--- config.mk ---
export PLATFORM = sky130hd
export DESIGN_NAME = cordic_fixed_to_float_ppl
export DESIGN_NICKNAME = d
export VERILOG_FILES = /design/src/rtl/cordic_fixed_to_float_ppl.sv
export SDC_FILE = /design/constraint.sdc
export NUM_CORES = 1
export LEC_CHECK = 0
export CORE_MARGIN = 2
export CORE_UTILIZATION = 35
export DETAILED_ROUTE_END_ITERATION = 7
export PLACE_DENSITY = 0.57
export SYNTH_ARGS = -nofsm -noshare
export SYNTH_HDL_FRONTEND = slang
export SYNTH_SLANG_ARGS = --single-unit
--- constraint.sdc ---
create_clock -name clock -period 4.76 [get_ports clock]
set_input_delay 0.476 -clock clock [delete_from_list [all_inputs] [get_ports clock]]
set_output_delay 0.476 -clock clock [all_outputs]
set_load 0.01 [all_outputs]
--- src/rtl/cordic_fixed_to_float_ppl.sv ---
// Three-stage converter from the CORDIC's signed fixed-point word (dataa / 2^FRAC)
// to an IEEE-754 single. All stages advance together on clk_en.
module cordic_fixed_to_float_ppl #(
  parameter int WL       = 22,
  parameter int FRAC     = 20,
  parameter int EXP_BIAS = 127
) (
  input  logic                 clock,
  input  logic                 reset,
  input  logic                 clk_en,
  input  logic                 valid_in,
  input  logic signed [WL-1:0] dataa,
  output logic [31:0]          result,
  output logic                 valid_out
);

  localparam int PW = 5;

  function automatic logic [PW-1:0] msb_index(input logic [WL-1:0] v);
    logic [PW-1:0] idx;
    idx = '0;
    for (int i = 0; i < WL; i++) begin
      if (v[i]) idx = PW'(i);
    end
    return idx;
  endfunction

  // Bits below the leading one, left-aligned into the 23-bit fraction field.
  function automatic logic [22:0] norm_frac(input logic [WL-1:0] mag, input logic [PW-1:0] p);
    return 23'({mag, 23'b0} >> p);
  endfunction

  // Modulo-256 arithmetic is exact because the true exponent always lies in 1..254.
  function automatic logic [7:0] exp_of(input logic [PW-1:0] p);
    return 8'(EXP_BIAS) + 8'(p) - 8'(FRAC);
  endfunction

  logic [WL-1:0] w_mag;
  logic [PW-1:0] w_p;
  logic [22:0]   w_frac;
  logic [31:0]   w_result;

  logic          r_sign_p0, r_zero_p0, r_vld_p0;
  logic [WL-1:0] r_mag_p0;
  logic          r_sign_p1, r_zero_p1, r_vld_p1;
  logic [PW-1:0] r_p_p1;
  logic [22:0]   r_frac_p1;
  logic [31:0]   r_result_p2;
  logic          r_vld_p2;

  assign w_mag    = dataa[WL-1] ? $unsigned(-dataa) : $unsigned(dataa);
  assign w_p      = msb_index(r_mag_p0);
  assign w_frac   = norm_frac(r_mag_p0, w_p);
  assign w_result = r_zero_p1 ? 32'h0 : {r_sign_p1, exp_of(r_p_p1), r_frac_p1};

  // Stage p0: sign, magnitude, zero detect
  always_ff @(posedge clock or negedge reset) begin
    if (!reset) begin
      r_sign_p0 <= 1'b0;
      r_zero_p0 <= 1'b0;
      r_mag_p0  <= '0;
      r_vld_p0  <= 1'b0;
    end else if (clk_en) begin
      r_sign_p0 <= dataa[WL-1];
      r_zero_p0 <= (dataa == '0);
      r_mag_p0  <= w_mag;
      r_vld_p0  <= valid_in;
    end
  end

  // Stage p1: leading-one position and normalisation
  always_ff @(posedge clock or negedge reset) begin
    if (!reset) begin
      r_sign_p1 <= 1'b0;
      r_zero_p1 <= 1'b0;
      r_p_p1    <= '0;
      r_frac_p1 <= '0;
      r_vld_p1  <= 1'b0;
    end else if (clk_en) begin
      r_sign_p1 <= r_sign_p0;
      r_zero_p1 <= r_zero_p0;
      r_p_p1    <= w_p;
      r_frac_p1 <= w_frac;
      r_vld_p1  <= r_vld_p0;
    end
  end

  // Stage p2: exponent and packed result
  always_ff @(posedge clock or negedge reset) begin
    if (!reset) begin
      r_result_p2 <= 32'h0;
      r_vld_p2    <= 1'b0;
    end else if (clk_en) begin
      r_result_p2 <= w_result;
      r_vld_p2    <= r_vld_p1;
    end
  end

  assign result    = r_result_p2;
  assign valid_out = r_vld_p2;

endmodule

==> metrics.md <==
| Metric | Value |
|---|---|
| Status | `completed` |
| Met3 usage in global routing | `0.0284` |
| H-tree levels | `3` |
| Unique masters post-synth | `70` |
| Setup_tns | `0 ns` |
| Per-cell routed wire length | `16.4 um` |
| Clk pwr share | `0.313` |
| Synth Flop Type | `dfrtp_1` |
| Placer congestion estimate | `0.944` |
| Drt drc | `0` |
| EDFF count, synth | `0` |
| Largest net degree at the start of global routing | `83` |
| Combinational group share of total power | `0.284` |
| CTS Hold Bufs | `0` |
| Sequential power share | `0.403` |
| Skew-Pair Late Insertion Delay | `0.34 ns` |
| Fmax | `0.319 GHz` |
| Final wirelength | `13.7 mm` |
| Share of layout cells above drive strength 1 | `0.0773` |
| Area grow syn2layout | `17.3%` |
| Most frequent cells in the layout | `89 x dfrtp_1, 62 x nor2_1, 56 x clkdlybuf4s50_1, 50 x o21ai_0, 48 x inv_1` |
| Lkg Pwr | `between 2 and 3 nW` |
| Core Util, Final | `0.419` |
| Startpoint class of the critical path | `flop` |
| Drt via density | `5.33` |
| Syn nets | `644` |
| Part of the cycle the worst path needs | `0.659` |
| Initial DRC Count | `339` |
| Die area | `16,500 um2` |
| TritonCTS Sinks | `89` |
| Hold WS | `0.125 ns` |
| Crit path max fanout | `24` |
| Power Internal | `1.69 mW` |
| Inserted Clock Buffers | `9` |
| Total congestion overflow | `0` |
| Worst Tran Pin Value | `0.915 ns` |
| CP arrival | `~3.4 ns` |
| Final Setup Violations | `0` |
| Critical Path RT | `4.99 ns` |
| Post-route ant nets | `0` |
| Most common cell after layout, fill and taps aside | `dfrtp_1` |
| Pwr/cell area | `392 nW/um2` |
| CTS root buffer | `clkbuf_16` |
| Max Cap Violations | `0` |
| Total track usage | `0.174` |
| Antenna diode count | `0` |
| Worst-path clk slew | `0.06 ns` |
| Cell row count | `45` |
| Clock Path Buffers | `2` |
| Min Tclk post-route | `3.14 ns` |
| Post-Syn Area per Cell | `8.78 um2` |
| Clock skew | `0.00496 ns` |
| Rel. slew slack | `0.390` |
| Vias in the first global route | `4,371` |
| Busiest layer in global routing | `met2` |
| Die span in y | `128 um` |
| Port Buf Inserts | `58` |
| Cells after Synth | `616` |
| Die width | `128 um` |
| Sw frac | `0.321` |
| Asr flop ratio synth | `1.00` |
| Final Hold Vio Count | `0` |
| Yosys reg bits | `89` |
| CTS tree | `yes` |
| First-pass GRT wire length | `22.7 mm` |
| Slew Viols, Final | `0` |
| # resized after CTS | `0` |
| Kind of critical path | `reg -> reg` |
| Met1 Use GR | `0.239` |
| Sw Pwr | `0.799 mW` |
| Initial Utilization | `0.357` |
| I/O pin cnt | `59` |
| Mapped Area | `~5400 um2` |
| VDD IR max | `0.000191 V` |
| DRT Pass-1 Iters | `4` |
| Sequential-to-total area share from yosys stat | `0.412` |
| Pwr Total | `2.49 mW` |
| Initial antenna violation count | `0` |
| Grt met2 use | `0.281` |
| Setup repair bufs after CTS | `0` |
| HP Class | `in -> async` |
| Syn. warnings | `0` |
| CP Capture Type | `flop` |
| RSZ-0062 raised after global routing | `no` |
| DP Wirelength | `10.0 mm` |
| Number of nets in the layout | `670` |
| Core Area | `around 15,000 um2` |
| Total number of vias | `~4,500` |
==> cell type report <==
cell class | count | area (um2)
sequential | 89 | 2230
timing repair buffer | 62 | 606
clock inverter | 5 | 87.6
clock buffer | 11 | 243
tap | 188 | 235
fill | 1501 | 8800
multi-input combinational | 432 | 2770
inverter | 48 | 180
==> kinds of logic after synthesis <==
| group | share of synthesized area |
|---|---|
| buf+inv | 0.0766 |
| simple gates | 0.184 |
| xor+xnor | 0.0324 |
| compound gates | 0.221 |
| flops | 0.412 |
| fa+ha+maj | 0.00463 |
| mux | 0.0697 |
==> power groups by stage <==
stage	combinational, mW	clock [mW]	sequential [mW]
floorplan	0.435	0	0.998
global placement	0.707	0	1.01
detailed placement	0.707	0	1.02
CTS	0.711	0.799	1.00
global route	0.789	0.835	1.02
finish	0.707	0.778	1.00
==> sequential cells by signal, indices dropped and copies added (netlist names) <==
register / flops
r_zero_p1: 1
r_zero_p0: 1
r_sign_p0: 1
r_vld_p1: 1
r_mag_p0: 22
r_sign_p1: 1
valid_out: 1
result: 32
r_p_p1: 5
r_frac_p1: 23
r_vld_p0: 1
==> per-layer routing <==
| metal | routed length, um | part of all wire |
|---|---|---|
| met3 | 577 | 0.042 |
| met1 | 6680 | 0.49 |
| met5 | 0 | 0 |
| met4 | 191 | 0.014 |
| met2 | 6240 | 0.46 |
==> worst max-delay path, cell delays in order, from the launching register on <==
cell,delay (ns)
dfrtp_1,0.47
nor2b_1,0.16
a2111oi_0,0.38
a31o_2,0.25
and2_1,0.73
nor2_1,0.17
a31o_2,0.31
a22o_1,0.18
o32a_1,0.35
==> synth_stat cells (4+ instances only) <==
cell type   n  area [um2]
clkbuf_1   25        93.8
a2111oi_0   4        35.0
nand3b_1   24         180
nand3_1     8        40.0
nand2b_1    6        37.5
nor2b_1     8        50.1
mux2_2     11         124
nor3_1      7        35.0
o21a_1      4        30.0
o31ai_1     6        45.0
o21ai_0    50         250
mux2i_1    23         230
a22oi_1     6        45.0
nand2_1    43         161
a21oi_1    45         225
xor2_1     18         158
dfrtp_1    89        2230
o211ai_1   15         113
buf_2      12        60.1
nor4_1      4        25.0
nand4_1     4        25.0
and2_1      5        31.3
inv_1      48         180
a211oi_1    4        30.0
nor2_1     62         233
o22ai_1    11        68.8
buf_1       4        15.0
==> final timing paths <==
path | cells past startpoint | slack, ns | endpoint | from
min in group clock | 1 | 0.50 | r_frac_p1[1] | r_frac_p1[1]
setup reg to reg | 8 | 1.62 | r_frac_p1[18] | r_mag_p0[15]
hold reg to reg | 1 | 0.50 | r_frac_p1[1] | r_frac_p1[1]
max in group asynchronous | 2 | 3.61 | r_mag_p0[11] | reset
setup / recovery | 8 | 1.62 | r_frac_p1[18] | r_mag_p0[15]
hold / removal | 1 | 0.13 | result[18] | reset
==> through the flow <==
step                      instances  setup WS (ns)  cell area [um2]
after floorplan                 616           2.13             5410
final                           835           1.62             6340
after global placement          819           1.61             6010
after CTS                       835           1.63             6340
after detailed placement        819           1.57             6010
after global routing            835           1.38             6340
No activity file was read; power rests on OpenSTA's default activity.
